==> config.mk <==
export PLATFORM = sky130hd
export DESIGN_NAME = cdl_crc_16_flat
export DESIGN_NICKNAME = d
export VERILOG_FILES = /design/src/rtl/usb_crc_pkg.sv /design/src/rtl/cdl_crc_16_if.sv /design/src/rtl/crc16_next.sv /design/src/rtl/cdl_crc_16.sv /design/src/flat_wrapper.sv
export SDC_FILE = /design/constraint.sdc
export NUM_CORES = 1
export LEC_CHECK = 0
export CAP_MARGIN = 20
export CELL_PAD_IN_SITES_DETAIL_PLACEMENT = 0
export CELL_PAD_IN_SITES_GLOBAL_PLACEMENT = 1
export CORE_MARGIN = 2
export CORE_UTILIZATION = 30
export DETAILED_ROUTE_END_ITERATION = 10
export GPL_TIMING_DRIVEN = 0
export PLACE_DENSITY = 0.82
export SYNTH_ARGS = -nofsm -noshare
export SYNTH_HDL_FRONTEND = slang
export SYNTH_SLANG_ARGS = --single-unit
==> constraint.sdc <==
create_clock -name clk -period 0.9 [get_ports clk]
set_input_delay 0.18 -clock clk [delete_from_list [all_inputs] [get_ports clk]]
set_output_delay 0.18 -clock clk [all_outputs]
set_load 0.03 [all_outputs]
==> src/rtl/usb_crc_pkg.sv <==
// ============================================================================
//  usb_crc_pkg
//  Shared USB CRC16 constants, type and single-bit LFSR step function.
//  Revision: 1.0
// ============================================================================
`timescale 1ns/1ps
`default_nettype none

package usb_crc_pkg;

   typedef logic [15:0] crc16_t;

   localparam crc16_t CRC16_POLY     = 16'h8005;
   localparam crc16_t CRC16_INIT     = 16'hFFFF;
   localparam crc16_t CRC16_RESIDUAL = 16'h800D;

   // One serial step: feedback is the incoming bit XOR the x^15 coefficient.
   function automatic crc16_t crc16_step(input crc16_t crc,
                                         input logic   data_bit,
                                         input crc16_t poly);
      logic fb;
      fb = data_bit ^ crc[15];
      return {crc[14:0], 1'b0} ^ (fb ? poly : 16'h0000);
   endfunction

endpackage

`default_nettype wire

==> src/rtl/cdl_crc_16_if.sv <==
// ============================================================================
//  cdl_crc_16_if
//  Serial data / CRC bundle between the packet FSM and the CRC16 block.
//  crc_ok exists only when CDL_CRC_16_CHECK_EN is defined.
//  Revision: 1.0
// ============================================================================
`timescale 1ns/1ps
`default_nettype none

interface cdl_crc_16_if;

   logic        input_data;
   logic        reset_crc;
   logic [15:0] inverted_crc;
`ifdef CDL_CRC_16_CHECK_EN
   logic        crc_ok;

   modport master (
      output input_data,
      output reset_crc,
      input  inverted_crc,
      input  crc_ok
   );

   modport slave (
      input  input_data,
      input  reset_crc,
      output inverted_crc,
      output crc_ok
   );
`else
   modport master (
      output input_data,
      output reset_crc,
      input  inverted_crc
   );

   modport slave (
      input  input_data,
      input  reset_crc,
      output inverted_crc
   );
`endif

endinterface

`default_nettype wire

==> src/rtl/crc16_next.sv <==
// ============================================================================
//  crc16_next
//  Combinational one-bit CRC16 LFSR step; unrolled by wider variants.
//  Revision: 1.0
// ============================================================================
`timescale 1ns/1ps
`default_nettype none

module crc16_next
   import usb_crc_pkg::*;
#(
   parameter crc16_t POLY = CRC16_POLY
) (
   input  crc16_t crc_in,
   input  logic   data_bit,
   output crc16_t crc_out
);

   always_comb begin
      crc_out = crc16_step(crc_in, data_bit, POLY);
   end

endmodule

`default_nettype wire

==> src/rtl/cdl_crc_16.sv <==
// ============================================================================
//  cdl_crc_16
//  Serial USB CRC16 generator/checker, one LSB-first bit per clock.
//  Optional residual checker output enabled by CDL_CRC_16_CHECK_EN.
//  Revision: 1.0
// ============================================================================
`timescale 1ns/1ps
`default_nettype none

module cdl_crc_16
   import usb_crc_pkg::*;
#(
   parameter crc16_t POLY = CRC16_POLY,
   parameter crc16_t INIT = CRC16_INIT
) (
   input  logic               clk,
   input  logic               rst,
   cdl_crc_16_if.slave        bus
);

   crc16_t crc_q;
   crc16_t crc_next;

   crc16_next #(
      .POLY     (POLY)
   ) u_step (
      .crc_in   (crc_q),
      .data_bit (bus.input_data),
      .crc_out  (crc_next)
   );

   // Restart takes precedence over shifting; input_data is ignored then.
   always_ff @(posedge clk or posedge rst) begin
      if (rst) begin
         crc_q <= INIT;
      end else if (bus.reset_crc) begin
         crc_q <= INIT;
      end else begin
         crc_q <= crc_next;
      end
   end

   assign bus.inverted_crc = ~crc_q;

`ifdef CDL_CRC_16_CHECK_EN
   assign bus.crc_ok = (crc_q == CRC16_RESIDUAL);
`endif

endmodule

`default_nettype wire

==> src/flat_wrapper.sv <==
// flat-port wrapper written by rule: the top's interface ports become plain ports
module cdl_crc_16_flat import usb_crc_pkg::*;
#(
   parameter crc16_t POLY = CRC16_POLY,
   parameter crc16_t INIT = CRC16_INIT
)
  (clk, rst, bus_input_data, bus_reset_crc, bus_inverted_crc);
  cdl_crc_16_if bus_i ();
  input  logic clk;
  input  logic rst;
  input wire logic [$bits(bus_i.input_data)-1:0] bus_input_data;
  input wire logic [$bits(bus_i.reset_crc)-1:0] bus_reset_crc;
  output wire logic [$bits(bus_i.inverted_crc)-1:0] bus_inverted_crc;
  assign bus_i.input_data = bus_input_data;
  assign bus_i.reset_crc = bus_reset_crc;
  assign bus_inverted_crc = bus_i.inverted_crc;
  cdl_crc_16 #(.POLY(POLY), .INIT(INIT)) u_core (.clk(clk), .rst(rst), .bus(bus_i));
endmodule
After elaboration in Yosys (flattened, before gate mapping)
Index checks and enable logic that the tools add are counted.

operators by class
  muxes and demuxes = 2
  bitwise gates (word level) = 3

operator list
  cell              number
  $mux W16          2
  $not A16 Y16      1
  $xor A16 B16 Y16  1
  $xor A1 B1 Y1     1

word-level totals
  bits in registers = 16
  input port bits = 4
  output and inout port bits = 16
  word-level logic and storage cells = 6

Longest topological paths before layout
Gate-level depths: netlist of the first run.

  depth after elaboration = 4
  mapped depth = 3
  gate-level depth less buffers = 2

Cells and area by module
From an unflattened synthesis of the first run, not the netlist that was laid out.

second synthesis, totals
  cell total of the unflattened synthesis = 66
  area total of the unflattened synthesis = 749.5 um2

by module, submodules not included
  module      instances  cells an instance  area an instance (um2)
  cdl_crc_16  1          50                 595.6
  crc16_next  1          16                 153.9

Worst setup path before layout of the first run
OpenSTA, ideal clock, no wires.

  path kind = flip-flop to flip-flop
  from = reg u_core.crc_q[15]
  to = reg u_core.crc_q[15]
  library setup time = 0.075 ns
  arrival time = 0.865 ns
  path slack = -0.039 ns
  cell stages (with the launch flop) = 3
  buffers on the path = 0
  period minus slack after synthesis = 0.939 ns
  cell sequence = dfstp_2 > xnor2_2 > mux2i_1

between the ends
  word-level cells in the longest chain between the ends = 4

ends and longest elaborated chain
  what                      line               source
  start: declaration        cdl_crc_16.sv:21   crc16_t crc_q;
  start signal: assignment  cdl_crc_16.sv:39   crc_q <= crc_next;
  $xor A1 B1 Y1             usb_crc_pkg.sv:22  fb = data_bit ^ crc[15];
  $mux W16                  usb_crc_pkg.sv:23  return {crc[14:0], 1'b0} ^ (fb ? poly : 16'h0000);
  $xor A16 B16 Y16          usb_crc_pkg.sv:23
  $mux W16                  cdl_crc_16.sv:36   end else if (bus.reset_crc) begin

Every way passes these cells.

Final worst setup path of the first run
  from = reg u_core.crc_q[15]
  to = out bus_inverted_crc[15]

between the ends
  word-level cells in the longest chain between the ends = 1

ends and longest elaborated chain
  what              line                source
  $not A16 Y16      cdl_crc_16.sv:43    assign bus.inverted_crc = ~crc_q;
  end: declaration  flat_wrapper.sv:13  output wire logic [$bits(bus_i.inverted_crc)-1:0] bus_inverted_crc;

Every way passes these cells.

==> impl_metrics.py, run 1 <==
metrics = {
    "worst_setup_path": {
        "crit_fanout": 2,
        "cp_data_arrival_time_ps": 990,
        "reg2regPathDepth": 3,
        "critical_path_class": "reg -> out",
        "reg2reg_from": "u_core.crc_q[15]$_DFF_PP1_",
        "r2r_setup_slack_ps": -220,
        "cp.required_ps": 720,
        "start_kind": "flop",
        "critPathCaptureType": "output pin",
        "worst_r2r_endpoint": "u_core.crc_q[2]$_DFF_PP1_",
    },
    "synthesis": {
        "synth_cell_type_count": 10,
        "syn_inst": 55,
        "syn_avg_cell_area_um2": 11.7,
        "yosysWarnings": 0,
        "synth-seq-cells": 16,
        "synth_area_um2": 642,
        "synth_fp_nets": 59,
        "yosysSeqAreaShare_pct": 65.5,
    },
    "floorplan": {
        "rows": 16,
        "die_h_um": 50.3,
        "start_util_pct": 32.4,
        "die_w_um": 50.3,
        "ios": 20,
        "die_area_um2": 2530,
        "core_area_um2": 1980,
    },
    "power_and_ir_drop": {
        "p_leak_uw": 0.000494,
        "cellPowerDensity_nw_per_um2": 1570,
        "comb_power_share_pct": 16.4,
        "netSwitchingFraction_pct": 24.5,
        "power.switching_uw": 366,
        "p_clk_share_pct": 31.1,
        "p_int_uw": 1130,
        "power_frac_seq_pct": 52.6,
        "peakVddDrop_mv": 0.989,
    },
    "detailed_routing": {
        "routed_wl_um": 1090,
        "vias": 431,
        "drt-initial-drc-count": 6,
        "vias_per_cell": 3.99,
        "ant_nets": 0,
        "post_drt_wl_per_cell_um": 10.1,
        "drc": 0,
        "firstDrtPassIters": 4,
    },
    "global_routing": {
        "grt_pass1_wl_um": 2070,
        "antenna_found_initial": 0,
        "grt_max_degree": 17,
        "grt_pass1_vias": 469,
        "track_usage_pct": 11.0,
        "gr-total-overflow": 0,
    },
    "hold_path": {
        "hp-class": "in -> reg",
        "min_path_cells": 2,
        "min_from": "bus_reset_crc",
        "hold_end": "u_core.crc_q[4]$_DFF_PP1_",
    },
    "status": {
        "status": "finished with violations",
        "violations": "setup timing",
    },
    "sta": {
        "clock.fmax_ghz": 0.853,
        "finalSetupViolCount": 19,
        "slew_violations": 0,
        "max_slew_margin_pct": 60.9,
        "whs_ps": 432,
        "hold_violations": 0,
        "tns_ps": -4670,
        "period_share_pct": 130,
        "finalClockSkew_ps": 2.20,
        "worst_slack_ps": -272,
        "worst_slew_pin_slew_ps": 587,
        "rsz0062_at_grt": "true",
        "fin_crit_ps": 1170,
    },
    "cts": {
        "cts_root_buf": "clkbuf_4",
        "cts_tree": "yes",
        "cts_buffer_depth": 2,
        "cts_htree_levels": 1,
        "worstSkewPairLatency_ps": 280,
        "cts_made_buffers": 3,
        "clkSlewWorstSetupHoldPaths_ps": 90,
        "clock_sinks": 16,
    },
    "placement": {
        "post-place-cells": 101,
        "portBuffers": 19,
        "gp_congestion": 0.675,
        "place_hpwl_um": 731,
        "place_ws_ps": -427,
    },
    "finish": {
        "antenna-diode-count": 0,
        "post-route-util_pct": 48.2,
        "syn2layout_area_growth_pct": 48.7,
        "regMostFlops": "u_core.crc_q",
        "reg_top3": "u_core.crc_q: 16 flops",
        "fin_cells": 108,
        "nNetsFinal": 86,
        "largest_register_ffs": 16,
        "drive_above_1_share_pct": 79.0,
    },
    "flow_run": {
        "maxCapViolations": 0,
    },
}
==> per-stage QoR <==
| step | area [µm²] | total power (µW) |
|---|---|---|
| 6_report | 955 | 1500 |
| 5_1_grt | 955 | 1570 |
| 4_1_cts | 955 | 1530 |
| 3_5_place_dp | 866 | 1000 |
| 3_3_place_gp | 866 | 1000 |
| 2_1_floorplan | 642 | 917 |
==> layout by cell type, fill, tap and decap left out <==
cell type	count
and2b_1	2
buf_4	3
buf_6	17
clkbuf_4	3
clkbuf_8	1
clkdlybuf4s50_1	2
dfstp_2	16
dlygate4sd2_1	1
inv_1	1
inv_2	16
mux2i_1	2
nand2b_1	1
nor2_1	2
or2_1	6
or2_2	7
xnor2_4	1
==> repair_timing <==
| item | in CTS | in global routing |
|---|---|---|
| setup buffers | 3 | 0 |
| endpoints found under the setup margin | 25 | 19 |
| resized for setup | 129 | 1 |
| hold buffers | 0 | 0 |
==> cells in the mapped netlist, drive strengths merged <==
master  instances  area share (%)
or2            13              13
dfstp          16              65
mux2i           2             3.1
nor2            2             1.2
and2b           2             2.3
xnor2           1             2.5
nand2b          1            0.98
buf             1             1.8
inv            17             9.9
==> how the worst max path moves through the flow <==
stage                                          start  cells past startpoint                         end
after floorplan           u_core.crc_q[15]$_DFF_PP1_                      2  u_core.crc_q[15]$_DFF_PP1_
after CTS                  u_core.crc_q[1]$_DFF_PP1_                      2         bus_inverted_crc[1]
after global placement    u_core.crc_q[15]$_DFF_PP1_                      2        bus_inverted_crc[15]
after detailed placement  u_core.crc_q[15]$_DFF_PP1_                      2        bus_inverted_crc[15]
after global routing      u_core.crc_q[15]$_DFF_PP1_                      2        bus_inverted_crc[15]
final                     u_core.crc_q[15]$_DFF_PP1_                      2        bus_inverted_crc[15]
==> logic make-up (layout without fill, tap and decap cells) <==
| family | count (synthesis) | count (layout) | share of synthesized area [%] |
|---|---|---|---|
| multiplexers | 2 | 2 | 3.12 |
| XOR/XNOR | 1 | 1 | 2.53 |
| flip-flops | 16 | 16 | 65.5 |
| AND/OR/NAND/NOR | 18 | 18 | 17.2 |
| buffers and inverters | 18 | 44 | 11.7 |
==> per-layer routing <==
metal | up-vias | track usage (%) | part of all wire [%]
met1 | 214 | 13.4 | 44
li1 | 204 | - | -
met2 | 13 | 18.2 | 50
met5 | - | 0 | 0
met3 | 0 | 4.17 | 6.1
met4 | 0 | 2.78 | 0
==> area by class of cell <==
class,count,area (µm²)
multi-input combinational,21,158
inverter,17,63.8
sequential,16,420
clock buffer,4,36.3
fill,176,1030
tap,27,33.8
timing repair buffer,22,231
buffer,1,11.3
==> power by group through the flow <==
| stage | Clock, µW | Sequential [µW] | Combinational (µW) |
|---|---|---|---|
| detailed placement | 0 | 794 | 209 |
| global placement | 0 | 793 | 208 |
| floorplan | 0 | 790 | 127 |
| global route | 517 | 793 | 265 |
| CTS | 493 | 786 | 248 |
| finish | 465 | 787 | 245 |
==> critical path, stage by stage, from the launching register on <==
cell     delay, ps
dfstp_2        550
inv_2           40
buf_6          120
No activity file was read; power rests on OpenSTA's default activity.
==> inputs of run 2 (changes only) <==
--- a/config.mk
+++ b/config.mk
@@ -9,10 +9,11 @@
 export CELL_PAD_IN_SITES_DETAIL_PLACEMENT = 0
 export CELL_PAD_IN_SITES_GLOBAL_PLACEMENT = 1
 export CORE_MARGIN = 2
-export CORE_UTILIZATION = 30
+export CORE_UTILIZATION = 32
 export DETAILED_ROUTE_END_ITERATION = 10
 export GPL_TIMING_DRIVEN = 0
-export PLACE_DENSITY = 0.82
+export PLACE_DENSITY = 0.83
 export SYNTH_ARGS = -nofsm -noshare
 export SYNTH_HDL_FRONTEND = slang
+export SYNTH_HIERARCHICAL = 1
 export SYNTH_SLANG_ARGS = --single-unit
==> impl_metrics.py, run 2 <==
metrics = {
    "status": {
        "status": "finished with violations",
        "violations": "setup timing",
    },
    "cts": {
        "clock_sinks": 16,
        "cts_htree_levels": 1,
        "worstSkewPairLatency_ps": 280,
        "clkSlewWorstSetupHoldPaths_ps": 100,
        "cts_root_buf": "clkbuf_4",
        "cts_hold_buffers": 0,
        "cts_tree": "yes",
        "cts_buffer_depth": 2,
        "cts_made_buffers": 3,
    },
    "sta": {
        "tns_ps": -5040,
        "finalClockSkew_ps": 3.99,
        "slew_violations": 0,
        "finalSetupViolCount": 19,
        "worst_slack_ps": -303,
        "period_share_pct": 134,
        "fin_crit_ps": 1200,
        "hold_violations": 0,
        "max_slew_margin_pct": 61.5,
        "clock.fmax_ghz": 0.831,
        "rsz0062_at_grt": "true",
        "worst_slew_pin_slew_ps": 576,
    },
    "global_routing": {
        "grt_pass1_wl_um": 1920,
        "grt_pass1_vias": 471,
        "use_met3_pct": 1.71,
        "antenna_found_initial": 0,
        "top_usage_layer": "met2",
        "gr-usage-met2_pct": 14.4,
        "gr-total-overflow": 0,
        "track_usage_pct": 9.73,
        "grt_max_degree": 17,
        "met1_usage_pct": 12.9,
    },
    "flow_run": {
        "maxCapViolations": 0,
    },
    "power_and_ir_drop": {
        "cellPowerDensity_nw_per_um2": 1460,
        "peakVddDrop_mv": 0.870,
        "p_leak_uw": 0.000555,
    },
    "hold_path": {
        "hp-class": "in -> reg",
    },
    "finish": {
        "stdcell_area_um2": 1040,
        "drive_above_1_share_pct": 72.2,
        "nNetsFinal": 95,
        "regMostFlops": "u_core/crc_q",
        "post-route-util_pct": 47.2,
        "largest_register_ffs": 16,
        "antenna-diode-count": 0,
        "syn2layout_area_growth_pct": 39.4,
        "final_common_cell": "buf_6",
        "final_cell_mix": "buf_6, or2_1, dfstp_2, inv_2, buf_4",
        "reg_top3": "u_core/crc_q: 16 flops",
    },
    "synthesis": {
        "synthFlopType": "dfstp_2",
        "synth_area_um2": 749,
        "yosysMostFrequentCell": "inv_1",
        "synth_fp_nets": 70,
        "netlist.area_leader.share_pct": 56.1,
        "ys_async_sr_fraction_pct": 100,
        "yosysSeqAreaShare_pct": 56.1,
        "synth_cell_type_count": 7,
        "syn_inst": 66,
        "yosysTopAreaCell": "dfstp_2",
        "yosysWarnings": 6,
        "synth-edff-count": 0,
        "synthTopCellsByCount": "inv_1, dfstp_2, or2_1",
        "synth_area_leaders": "dfstp_2, or2_1, buf_4, inv_1, xor3_1",
        "syn_avg_cell_area_um2": 11.4,
        "synth-seq-cells": 16,
    },
    "detailed_routing": {
        "routed_wl_um": 1110,
        "drt-initial-drc-count": 0,
        "ant_nets": 0,
        "post_drt_wl_per_cell_um": 9.41,
        "drc": 0,
        "vias_per_cell": 3.70,
        "vias": 437,
        "firstDrtPassIters": 1,
    },
    "worst_setup_path": {
        "cp_data_arrival_time_ps": 1420,
        "crit_fanout": 2,
        "start_kind": "flop",
        "critPathCaptureType": "flop",
        "critical_path_class": "reg -> reg",
        "cp.required_ps": 1110,
    },
    "floorplan": {
        "rows": 17,
        "start_util_pct": 33.9,
        "core_area_um2": 2210,
        "ios": 20,
        "die_w_um": 52.4,
        "die_area_um2": 2750,
        "die_h_um": 52.4,
    },
    "placement": {
        "place_hpwl_um": 748,
        "placed_cell_area_um2": 975,
        "gp_congestion": 0.640,
        "portBuffers": 19,
    },
}
[run 2: cell count changes after synthesis, sizes merged, moves of 2 or more]
cell and delta:
xor3 +2, buf +13, and2b -2, mux2i -2, nor2 -2, or2 +3
[run 2: routing by layer]
metal / share of wire [%] / wire length [µm]
met4: 0 / 0
met5: 0 / 0
met3: 6.1 / 68
met2: 49 / 548
met1: 44 / 492
[run 2: timing repair]
item / in CTS / in global routing
setup endpoints to repair: 19 / 21
setup buffers: 1 / 0
resized for setup: 126 / 2
[run 2: worst paths after layout]
check | start | endpoint | slack, ps | depth (start not counted)
max in group asynchronous | rst | u_core/crc_q[1]$_DFF_PP1_ | 280 | 2
setup reg to reg | u_core/crc_q[14]$_DFF_PP1_ | u_core/crc_q[15]$_DFF_PP1_ | -300 | 2
hold reg to reg | u_core/crc_q[6]$_DFF_PP1_ | u_core/crc_q[7]$_DFF_PP1_ | 690 | 2
hold / removal | bus_reset_crc | u_core/crc_q[1]$_DFF_PP1_ | 270 | 2
min in group asynchronous | rst | u_core/crc_q[6]$_DFF_PP1_ | 590 | 2
setup / recovery | u_core/crc_q[14]$_DFF_PP1_ | u_core/crc_q[15]$_DFF_PP1_ | -300 | 2
[run 2: logic make-up (layout without fill, tap and decap cells)]
| kind of cell | after synthesis | in the layout | share of synthesized area [%] |
|---|---|---|---|
| buf+inv | 31 | 55 | 23.0 |
| xor+xnor | 3 | 3 | 7.51 |
| flops | 16 | 16 | 56.1 |
| simple gates | 16 | 16 | 13.4 |
[run 2: where the power goes]
part / switching (µW) / total [µW] / internal (µW) / leakage (µW)
clock: 225 / 471 / 246 / 0.0000210
combinational: 124 / 263 / 139 / 0.000365
sequential: 19.9 / 789 / 769 / 0.000168
[run 2: cell type report]
type                            instances  area, µm²
Buffer                                 14        109
Clock buffer                            4       36.3
Fill cell                             219       1170
Inverter                               17       63.8
Multi-Input combinational cell         19        156
Sequential cell                        16        420
Tap cell                               28       35.0
Timing Repair Buffer                   20        224
[run 2: per-stage QoR]
| stage | power [µW] | std cells | worst slack, ps | hold WS [ps] |
|---|---|---|---|---|
| 2_1_floorplan | 947 | 66 | -256 | 288 |
| 6_report | 1520 | 118 | -303 | 271 |
| 3_3_place_gp | 1030 | 113 | -462 | 634 |
| 5_1_grt | 1600 | 118 | -333 | 279 |
| 3_5_place_dp | 1040 | 113 | -458 | 664 |
| 4_1_cts | 1540 | 118 | -303 | 617 |
[run 2: critical path, stage by stage, from the launching register on]
cell	delay (ps)
dfstp_2	540
xor3_1	380
or2_1	210
==> inputs of run 3 (changes only) <==
--- a/config.mk
+++ b/config.mk
@@ -5,11 +5,12 @@
 export SDC_FILE = /design/constraint.sdc
 export NUM_CORES = 1
 export LEC_CHECK = 0
+export ABC_AREA = 1
 export CAP_MARGIN = 20
 export CELL_PAD_IN_SITES_DETAIL_PLACEMENT = 0
 export CELL_PAD_IN_SITES_GLOBAL_PLACEMENT = 1
 export CORE_MARGIN = 2
-export CORE_UTILIZATION = 32
+export CORE_UTILIZATION = 30
 export DETAILED_ROUTE_END_ITERATION = 10
 export GPL_TIMING_DRIVEN = 0
 export PLACE_DENSITY = 0.83
==> impl_metrics.py, run 3 <==
metrics = {
    "status": {
        "status": "finished with violations",
        "violations": "setup timing",
    },
    "sta": {
        "clock.fmax_ghz": 0.852,
        "slew_violations": 0,
        "finalSetupViolCount": 19,
        "rsz0062_at_grt": "true",
        "period_share_pct": 130,
        "worst_slew_pin_slew_ps": 583,
        "whs_ps": 508,
        "fin_crit_ps": 1170,
        "worst_slack_ps": -274,
        "tns_ps": -4570,
        "max_slew_margin_pct": 61.1,
        "hold_violations": 0,
        "finalClockSkew_ps": 4.62,
    },
    "finish": {
        "final_common_cell": "inv_1",
        "drive_above_1_share_pct": 66.4,
        "final_cell_mix": "inv_1, buf_6, inv_2, nand2_1",
        "largest_register_ffs": 16,
        "nNetsFinal": 127,
        "reg_top3": "u_core/crc_q: 16 flops",
        "syn2layout_area_growth_pct": 46.0,
        "antenna-diode-count": 0,
        "fill_cells": 257,
        "regMostFlops": "u_core/crc_q",
    },
    "placement": {
        "portBuffers": 19,
        "gp_congestion": 0.629,
        "place_hpwl_um": 878,
    },
    "synthesis": {
        "yosysMostFrequentCell": "inv_1",
        "yosysTopAreaCell": "dfstp_2",
        "yosys.area_share.adder_pct": 0,
        "synth-seq-cells": 16,
        "synth-compound-area-share_pct": 0,
        "synthFlopType": "dfstp_2",
        "synth_cell_type_count": 7,
        "synth_fp_nets": 99,
        "syn_inst": 95,
        "ys_async_sr_fraction_pct": 100,
        "synth-edff-count": 0,
        "synth_top_family_by_area": "buffers and inverters",
        "synthTopCellsByCount": "inv_1, nand2_1, dfstp_2",
        "netlist.area_leader.share_pct": 54.0,
        "syn_avg_cell_area_um2": 8.19,
        "synth_area_um2": 778,
        "synth_area_leaders": "dfstp_2, inv_1, buf_4, nand2_1, nand3_1",
        "yosysWarnings": 6,
        "yosysSeqAreaShare_pct": 54.0,
        "synth_xor_area_share_pct": 0,
        "synth_mux_area_share_pct": 0,
        "yosys.area_share.simple_pct": 13.7,
    },
    "global_routing": {
        "track_usage_pct": 9.44,
        "grt_max_degree": 17,
        "gr-usage-met2_pct": 14.3,
        "grt_pass1_vias": 513,
        "top_usage_layer": "met2",
        "use_met3_pct": 1.61,
        "grt_pass1_wl_um": 2040,
        "gr-total-overflow": 0,
        "met1_usage_pct": 12.9,
        "antenna_found_initial": 0,
    },
    "worst_setup_path": {
        "critPathCaptureType": "output pin",
        "worst_r2r_endpoint": "u_core/crc_q[2]$_DFF_PP1_",
        "r2r_setup_slack_ps": -140,
        "critical_path_class": "reg -> out",
        "reg2regPathDepth": 6,
        "crit_fanout": 2,
        "cp.required_ps": 720,
        "start_kind": "flop",
        "reg2reg_from": "u_core/crc_q[15]$_DFF_PP1_",
        "cp_data_arrival_time_ps": 990,
    },
    "hold_path": {
        "hp-class": "in -> reg",
        "min_from": "bus_reset_crc",
        "min_path_cells": 3,
        "hold_end": "u_core/crc_q[1]$_DFF_PP1_",
    },
    "cts": {
        "clock_sinks": 16,
        "cts_tree": "yes",
        "cts_buffer_depth": 2,
        "cts_root_buf": "clkbuf_4",
        "cts_htree_levels": 1,
        "clkSlewWorstSetupHoldPaths_ps": 90,
        "cts_made_buffers": 3,
        "worstSkewPairLatency_ps": 280,
    },
    "detailed_routing": {
        "ant_nets": 0,
        "routed_wl_um": 1280,
        "firstDrtPassIters": 4,
        "drc": 0,
        "drt-initial-drc-count": 2,
        "vias": 563,
        "vias_per_cell": 3.70,
        "post_drt_wl_per_cell_um": 8.41,
    },
    "power_and_ir_drop": {
        "comb_power_share_pct": 16.3,
        "netSwitchingFraction_pct": 24.5,
        "power_frac_seq_pct": 52.3,
        "peakVddDrop_mv": 0.896,
        "p_clk_share_pct": 31.4,
        "cellPowerDensity_nw_per_um2": 1290,
        "p_int_uw": 1110,
        "power.switching_uw": 361,
        "p_leak_uw": 0.000745,
        "total_power_uw": 1470,
    },
    "floorplan": {
        "die_area_um2": 3020,
        "die_w_um": 54.9,
        "core_area_um2": 2480,
        "start_util_pct": 31.4,
        "rows": 18,
        "ios": 20,
        "die_h_um": 54.9,
    },
    "flow_run": {
        "maxCapViolations": 0,
    },
}
[run 3: cell count changes after synthesis, sizes merged]
cell	change
inv	+21
nand2	+23
nand3	+4
or2	-16
xor2	-1
xor3	-2
[run 3: critical path, cell delays in order (launching register included)]
cell	delay, ps
dfstp_2	560
inv_2	40
buf_6	120
[run 3: routing by layer]
layer  share of wire, %  vias to the layer above  wire (µm)
li1                   -                      292          -
met1                 45                      254        577
met2                 47                       15        607
met3                6.4                        2         82
met4               0.78                        0         10
met5                  0                        -          0
[run 3: logic make-up (layout without fill, tap and decap cells)]
logic type             count (synthesis)  in the layout
and+or+nand+nor                       27             27
buffers and inverters                 52             79
DFF                                   16             16
[run 3: cell type report]
class	count	area (µm²)	share of cell area, %
multi-input combinational	27	144	12.7
inverter	38	145	12.8
buffer	14	109	9.58
sequential	16	420	37.0
timing repair buffer	23	244	21.5
clock buffer	4	36.3	3.19
tap	30	37.5	3.30
[run 3: through the flow]
stage | setup slack, ps | util [%] | std cells | area (µm²)
global route | -314 | 45.9 | 152 | 1140
floorplan | 2.09 | - | 95 | 778
global placement | -427 | 40.6 | 144 | 1010
detailed placement | -431 | 40.6 | 144 | 1010
finish | -274 | 45.9 | 152 | 1140
CTS | -289 | 44.1 | 151 | 1090
[run 3: repair_timing]
action,CTS,global route
hold buffers,0,0
resized for setup,131,11
endpoints found under the setup margin,19,19
setup buffers,3,1
pin swaps,3,4
[run 3: how the worst max path moves through the flow]
stage / to / startpoint / slack (ps)
2_1_floorplan: u_core/crc_q[15]$_DFF_PP1_ / u_core/crc_q[15]$_DFF_PP1_ / 2
3_3_place_gp: bus_inverted_crc[15] / u_core/crc_q[15]$_DFF_PP1_ / -430
3_5_place_dp: bus_inverted_crc[15] / u_core/crc_q[15]$_DFF_PP1_ / -430
4_1_cts: bus_inverted_crc[8] / u_core/crc_q[8]$_DFF_PP1_ / -290
5_1_grt: bus_inverted_crc[8] / u_core/crc_q[8]$_DFF_PP1_ / -310
6_report: bus_inverted_crc[8] / u_core/crc_q[8]$_DFF_PP1_ / -270
[run 3: power groups by stage]
stage                     sequential, µW  combinational, µW  clock [µW]
after floorplan                      774                126           0
after global placement               777                191           0
after detailed placement             777                192           0
after CTS                            769                218         481
after global routing                 772                261         518
final                                769                239         461
